File: src/rtl/hazard_pkg.sv
// hazard_pkg: shared types and constants for the D-stage hazard scoreboard.
// Slot fields are sized for the widest supported configuration (up to 256
// registers, 4-bit Tnew); narrower instances zero-extend into them.
package hazard_pkg;

  localparam int TW_DEF   = 2;
  localparam int SLOT_RAW = 8;
  localparam int SLOT_TW  = 4;

  // One in-flight instruction tracked after D.
  typedef struct packed {
    logic                valid;
    logic [SLOT_RAW-1:0] dst;
    logic [SLOT_TW-1:0]  tnew;
  } slot_t;

  // Forward-select encoding: register file, or slot index + 1.
  localparam int FWD_RF = 0;
  localparam int FWD_E  = 1;
  localparam int FWD_M  = 2;
  localparam int FWD_W  = 3;

  // Tnew countdown that holds at zero once the result is available.
  function automatic logic [SLOT_TW-1:0] satDec(input logic [SLOT_TW-1:0] t);
    return (t == '0) ? t : t - 1'b1;
  endfunction

endpackage

File: src/rtl/hazard_scoreboard_match.sv
// hazard_match: compares one D-stage source operand against all tracked
// slots. The youngest matching writer decides both the stall and the
// forward select; register 0 never matches.
module hazard_match
  import hazard_pkg::*;
#(
  parameter int DEPTH = 3,
  parameter int RAW   = 5,
  parameter int TW    = TW_DEF,
  parameter int SELW  = 2
) (
  input  logic                    en,
  input  logic [RAW-1:0]          operand,
  input  logic [TW-1:0]           tuse,
  input  slot_t [DEPTH-1:0]       slots,
  output logic                    stall,
  output logic [SELW-1:0]         fwdSel
);

  logic [DEPTH-1:0] hit;

  genvar gi;
  generate
    for (gi = 0; gi < DEPTH; gi++) begin : gHit
      assign hit[gi] = en && (operand != '0) && slots[gi].valid &&
                       (slots[gi].dst != '0) &&
                       (slots[gi].dst == SLOT_RAW'(operand));
    end
  endgenerate

  // Walk oldest to youngest so the lowest-index hit overrides older ones.
  always_comb begin
    stall  = 1'b0;
    fwdSel = SELW'(FWD_RF);
    for (int k = DEPTH - 1; k >= 0; k--) begin
      if (hit[k]) begin
        stall  = slots[k].tnew > SLOT_TW'(tuse);
        fwdSel = (slots[k].tnew == '0) ? SELW'(FWD_E + k) : SELW'(FWD_RF);
      end
    end
  end

endmodule

File: src/rtl/hazard_scoreboard.sv
// hazard_scoreboard: D-stage stall and forwarding unit for the in-order
// pipeline. Tracks destination/Tnew of instructions in E, M, W and compares
// them with the Tuse of the instruction in D.
// Optional: define HAZARD_MD_EN to build the mult/div busy counter and its
// HI/LO stall; otherwise md_busy is 0 and the md_* inputs are ignored.
module hazard_scoreboard
  import hazard_pkg::*;
#(
  parameter int NREG     = 32,
  parameter int DEPTH    = 3,
  parameter int TW       = TW_DEF,
  parameter int MULT_LAT = 5,
  parameter int DIV_LAT  = 10
) (
  input  logic                       clk,
  input  logic                       rst_n,
  input  logic                       rs_en,
  input  logic                       rt_en,
  input  logic [$clog2(NREG)-1:0]    rs,
  input  logic [$clog2(NREG)-1:0]    rt,
  input  logic [TW-1:0]              tuse_rs,
  input  logic [TW-1:0]              tuse_rt,
  input  logic                       wr_en,
  input  logic [$clog2(NREG)-1:0]    wr_dst,
  input  logic [TW-1:0]              tnew,
  input  logic                       flush,
  input  logic                       md_start,
  input  logic                       md_is_div,
  input  logic                       md_use,
  output logic                       stall,
  output logic [$clog2(DEPTH+1)-1:0] fwd_rs,
  output logic [$clog2(DEPTH+1)-1:0] fwd_rt,
  output logic                       md_busy
);

  localparam int RAW  = $clog2(NREG);
  localparam int SELW = $clog2(DEPTH + 1);

  slot_t [DEPTH-1:0] slotsReg;
  slot_t [DEPTH-1:0] slotsNext;
  logic              rsStall;
  logic              rtStall;
  logic              regStall;

  // Advance the pipeline shadow: age each slot, admit D unless stalled.
  always_comb begin
    slotsNext = '0;
    if (!flush) begin
      for (int k = 1; k < DEPTH; k++) begin
        slotsNext[k].valid = slotsReg[k-1].valid;
        slotsNext[k].dst   = slotsReg[k-1].dst;
        slotsNext[k].tnew  = satDec(slotsReg[k-1].tnew);
      end
      if (!stall && wr_en) begin
        slotsNext[0].valid = 1'b1;
        slotsNext[0].dst   = SLOT_RAW'(wr_dst);
        slotsNext[0].tnew  = SLOT_TW'(tnew);
      end
    end
  end

  // Slot state register; reset leaves every slot empty.
  always_ff @(posedge clk or negedge rst_n) begin
    if (!rst_n) begin
      slotsReg <= '0;
    end else begin
      slotsReg <= slotsNext;
    end
  end

  hazard_match #(.DEPTH(DEPTH), .RAW(RAW), .TW(TW), .SELW(SELW)) uMatchRs (
    .en(rs_en), .operand(rs), .tuse(tuse_rs), .slots(slotsReg),
    .stall(rsStall), .fwdSel(fwd_rs)
  );

  hazard_match #(.DEPTH(DEPTH), .RAW(RAW), .TW(TW), .SELW(SELW)) uMatchRt (
    .en(rt_en), .operand(rt), .tuse(tuse_rt), .slots(slotsReg),
    .stall(rtStall), .fwdSel(fwd_rt)
  );

  assign regStall = rsStall | rtStall;

`ifdef HAZARD_MD_EN
  localparam int MAXLAT = (MULT_LAT > DIV_LAT) ? MULT_LAT : DIV_LAT;
  localparam int MDW    = $clog2(MAXLAT + 1);

  logic [MDW-1:0] mdCntReg;
  logic           mdIssuedReg;
  logic           mdStall;

  // HI/LO is unavailable while the unit counts down or was just started.
  assign mdStall = md_use && ((mdCntReg != '0) || mdIssuedReg);

  // Busy counter: loads on an accepted start, otherwise counts to zero.
  // Flush leaves it alone since an issued mult/div always completes.
  always_ff @(posedge clk or negedge rst_n) begin
    if (!rst_n) begin
      mdCntReg    <= '0;
      mdIssuedReg <= 1'b0;
    end else if (md_start && !stall) begin
      mdCntReg    <= md_is_div ? MDW'(DIV_LAT) : MDW'(MULT_LAT);
      mdIssuedReg <= 1'b1;
    end else begin
      mdCntReg    <= (mdCntReg == '0) ? mdCntReg : mdCntReg - 1'b1;
      mdIssuedReg <= 1'b0;
    end
  end

  assign md_busy = (mdCntReg != '0);
  assign stall   = regStall | mdStall;
`else
  localparam int unusedLat = MULT_LAT + DIV_LAT;
  logic unusedMd;
  assign unusedMd = ^{md_start, md_is_div, md_use};
  assign md_busy  = 1'b0;
  assign stall    = regStall;
`endif

endmodule

File: config.mk
export PLATFORM = sky130hd
export DESIGN_NAME = hazard_scoreboard
export DESIGN_NICKNAME = d
export VERILOG_FILES = /design/src/rtl/hazard_pkg.sv /design/src/rtl/hazard_scoreboard_match.sv /design/src/rtl/hazard_scoreboard.sv
export SDC_FILE = /design/constraint.sdc
export NUM_CORES = 1
export LEC_CHECK = 0
export CAP_MARGIN = 20
export CORE_MARGIN = 2
export CORE_UTILIZATION = 40
export DETAILED_ROUTE_END_ITERATION = 12
export GPL_TIMING_DRIVEN = 0
export PLACE_DENSITY = 0.74
export SETUP_SLACK_MARGIN = 0.5
export SYNTH_ARGS = -nofsm -noshare
export SYNTH_HDL_FRONTEND = slang
export SYNTH_SLANG_ARGS = --single-unit
File: constraint.sdc
create_clock -name clk -period 6.6 [get_ports clk]
set_clock_uncertainty 0.15 [all_clocks]
set_input_delay 1.32 -clock clk [delete_from_list [all_inputs] [get_ports clk]]
set_output_delay 1.32 -clock clk [all_outputs]
set_load 0.02 [all_outputs]
==> results of run 1 <==
[per-stage QoR]
stage	setup slack (ps)	std cells	hold WS [ps]	total power, µW
global route	674	283	365	361
finish	832	283	310	343
global placement	865	278	291	249
CTS	853	283	318	345
detailed placement	875	279	306	252
floorplan	2090	197	274	219
[cell type report]
| class | instances | area, µm² | area share [%] |
|---|---|---|---|
| tap | 52 | 65.1 | 2.89 |
| inverter | 8 | 30.0 | 1.33 |
| sequential | 27 | 676 | 30.0 |
| clock buffer | 4 | 45.0 | 2.00 |
| buffer | 6 | 28.8 | 1.28 |
| multi-input combinational | 156 | 1100 | 48.9 |
| timing repair buffer | 30 | 305 | 13.6 |
[metal layers]
metal / track usage [%] / vias up
met1: 21.9 / 691
met4: 5.24 / 0
met3: 1.83 / 4
li1: - / 755
met2: 26.2 / 25
met5: 0 / -
[report_power, final]
group / switching [µW] / internal (µW) / leakage (µW)
combinational: 34.1 / 37.8 / 0.000558
clock: 51.7 / 43.3 / 0.0000228
sequential: 5.70 / 171 / 0.000364
[cells in the final DEF, fill, tap and decap left out, drive strengths merged]
cell type      synthesis  layout
clkbuf                 4       8
nand3                 14      14
conb                   1       2
a21oi                  8       8
nor2                  11      11
nor2b                 18      18
o21bai                 1       1
o311ai                 1       1
xor2                   3       3
dfrtp                 27      27
nand4                  1       1
nor3                  12      12
a2bb2oi                4       4
inv                    8       8
xnor2                 28      28
nor4                   6       6
ha                    14      14
or3b                   2       2
mux2i                  3       3
nor3b                  2       2
o21ai                  5       5
or4b                   1       1
nand2                 10      10
or4                    6       6
buf                    2       3
clkdlybuf4s50          0      29
nand3b                 2       2
or2                    1       1
or3                    1       1
[logic make-up (layout without fill, tap and decap cells)]
family                   after synthesis  in the layout  synth area share (%)
AND/OR/NAND/NOR                       87             87                  26.9
other                                  1              2                 0.205
adder cells (fa/ha/maj)               14             14                  9.57
AO/OA/AOI/OAI                         19             19                  6.77
XOR/XNOR                              31             31                  14.8
multiplexers                           3              3                  1.64
flip-flops                            27             27                  36.9
buffers and inverters                 14             48                  3.21
[critical path: cells and delay by family]
family | cells | cell delay, ps
and+or+nand+nor | 4 | 800
adders and majority gates | 1 | 300
buffers and inverters | 3 | 1140
AOI/OAI and AO/OA | 2 | 730
[worst paths after layout]
kind	to	start	slack [ps]	cells past startpoint
max	stall	tuse_rs[1]	830	10
min	slotsReg[13]$_DFF_PN0_	slotsReg[0]$_DFF_PN0_	310	1
max reg2reg	slotsReg[6]$_DFF_PN0_	slotsReg[18]$_DFF_PN0_	4110	6
min reg2reg	slotsReg[13]$_DFF_PN0_	slotsReg[0]$_DFF_PN0_	310	1
max in group asynchronous	slotsReg[12]$_DFF_PN0_	rst_n	4460	2
min in group asynchronous	slotsReg[33]$_DFF_PN0_	rst_n	1310	1
==> run_results.csv, run 1 <==
group,metric,value,unit
clock_network,post_cts_buffers,0,
placed_design,place_area,0.00220,mm²
critical_path,endpoint_kind,"output port",
drt,avgViaCountPerCell,5.21,
yosys,synth.most_common_cell,"xnor2_1",
clock_network,postCtsHoldBufs,0,
global_route,grt_pass1_vias,1432,
global_route,grt_max_degree,15,
clock_network,cts_tree,"done",
critical_path,worst-path-max-fanout,9,
die,dieArea,0.00513,mm²
worst_hold_path,hp-class,"reg2reg",
clock_network,clk_pin_slew,90,ps
drt,top_layer_used,"met4",
yosys,synthArstFlopShare,100,%
sta,max_freq,173,MHz
drt,drt_wl_total,3.94,mm
yosys,yosys.area.top_type,"dfrtp_1",
clock_network,cts_made_buffers,3,
global_route,grt_pass1_wl,6.50,mm
yosys,synth_edf_count,0,
layout,final_area,0.00225,mm²
drt,drt_iter0_markers,120,
clock_network,clk_latency,270,ps
layout,largest_reg_flops,27,
global_route,grt_overflow_total,0,
critical_path,max_stage_delay,600,ps
status,status,"finished clean",
layout,diodes,0,
drt,met2WireLength,1.89,mm
yosys,synth-seq-area-share,36.9,%
drt,via_count,1475,
layout,drive_above_1_share,5.63,%
drt,wirelength_met1,1.89,mm
critical_path,required,5130,ps
yosys,synth-main-ff-cell,"dfrtp_1",
layout,final_nets,276,
yosys,avgSynthCellArea,9.34,µm²
layout,regMostFlops,"slotsReg",
clock_network,h-tree-depth,1,
yosys,ys_warn_count,0,
critical_path,cp_slowest_cell,"clkdlybuf4s50_1",
power_and_ir_drop,leakage,0.000945,µW
die,die_h,71.7,µm
yosys,synthTopCellsByArea,"dfrtp_1 37%, xnor2_1 13%, ha_1 9.6%",
drt,ant_nets,0,
placed_design,hpwlAfterDp,3.23,mm
critical_path,cp_common_cell,"clkdlybuf4s50_1",
drt,met3_length,117,µm
global_route,antenna_found_initial,0,
sta,relSlewSlack,46.3,%
placed_design,port_buffers,29,
yosys,ys_ff_latch,27,
sta,tightest_slew,798,ps
drt,routedWlPerCell,13.9,µm
critical_path,crit_type,"in2out",
power_and_ir_drop,peakVddDrop,0.0671,mV
yosys,synth_top_area_share,36.9,%
die,start_util,41.8,%
layout,fill_cells,406,
yosys,synthCells,196,
drt,drt-pass1-iter-count,4,
layout,syn_to_final_growth,22.9,%
global_route,grt_usage,15.9,%
clock_network,root_buffer,"clkbuf_8",
placed_design,routabilityCongestion,0.807,
sta,tns,0,ps
layout,utilization,51.3,%
critical_path,arrival,4300,ps
yosys,syn_area,0.00183,mm²
layout,reg_top3,"slotsReg: 27 flops",
sta,period_needed,5770,ps
critical_path,worstPathCellList,"clkdlybuf4s50_1, inv_1, ha_1, nor2b_1, a2bb2oi_1, nor2_1, or4_1, a21oi_1, or3b_1, clkdlybuf4s50_1",
drt,drc,0,
die,die_x,71.7,µm
sta,finalSetupViolCount,0,
yosys,synth.cells.most_frequent,"28 x xnor2_1, 27 x dfrtp_1, 18 x nor2b_1, 14 x ha_1, 13 x nand3_1",
critical_path,startpoint_type,"primary input",
sta,rsz0062_at_grt,"false",
job,cap_violations,0,
clock_network,clockBufferDepth,2,
sta,slew_viol_final,0,
die,io_pins,36,
clock_network,postCtsResizedCells,0,
clock_network,cts.sinks,27,
sta,finalHoldViolCount,0,
sta,post-route-period-util,87.4,%
die,num_rows,24,
die,core-area,0.00438,mm²
yosys,ys_types,34,
power_and_ir_drop,p_per_area,153,mW/mm²
Power figures use the tool's default switching activity.
==> run 2: changes to the inputs <==
--- a/config.mk
+++ b/config.mk
@@ -8,8 +8,10 @@
 export CAP_MARGIN = 20
 export CORE_MARGIN = 2
 export CORE_UTILIZATION = 40
+export CTS_CLUSTER_SIZE = 40
 export DETAILED_ROUTE_END_ITERATION = 12
 export GPL_TIMING_DRIVEN = 0
+export HOLD_SLACK_MARGIN = 0.08
 export PLACE_DENSITY = 0.74
 export SETUP_SLACK_MARGIN = 0.5
 export SYNTH_ARGS = -nofsm -noshare
==> results of run 2 <==
Final layout, timing and power as in run 1 (identical DEF).
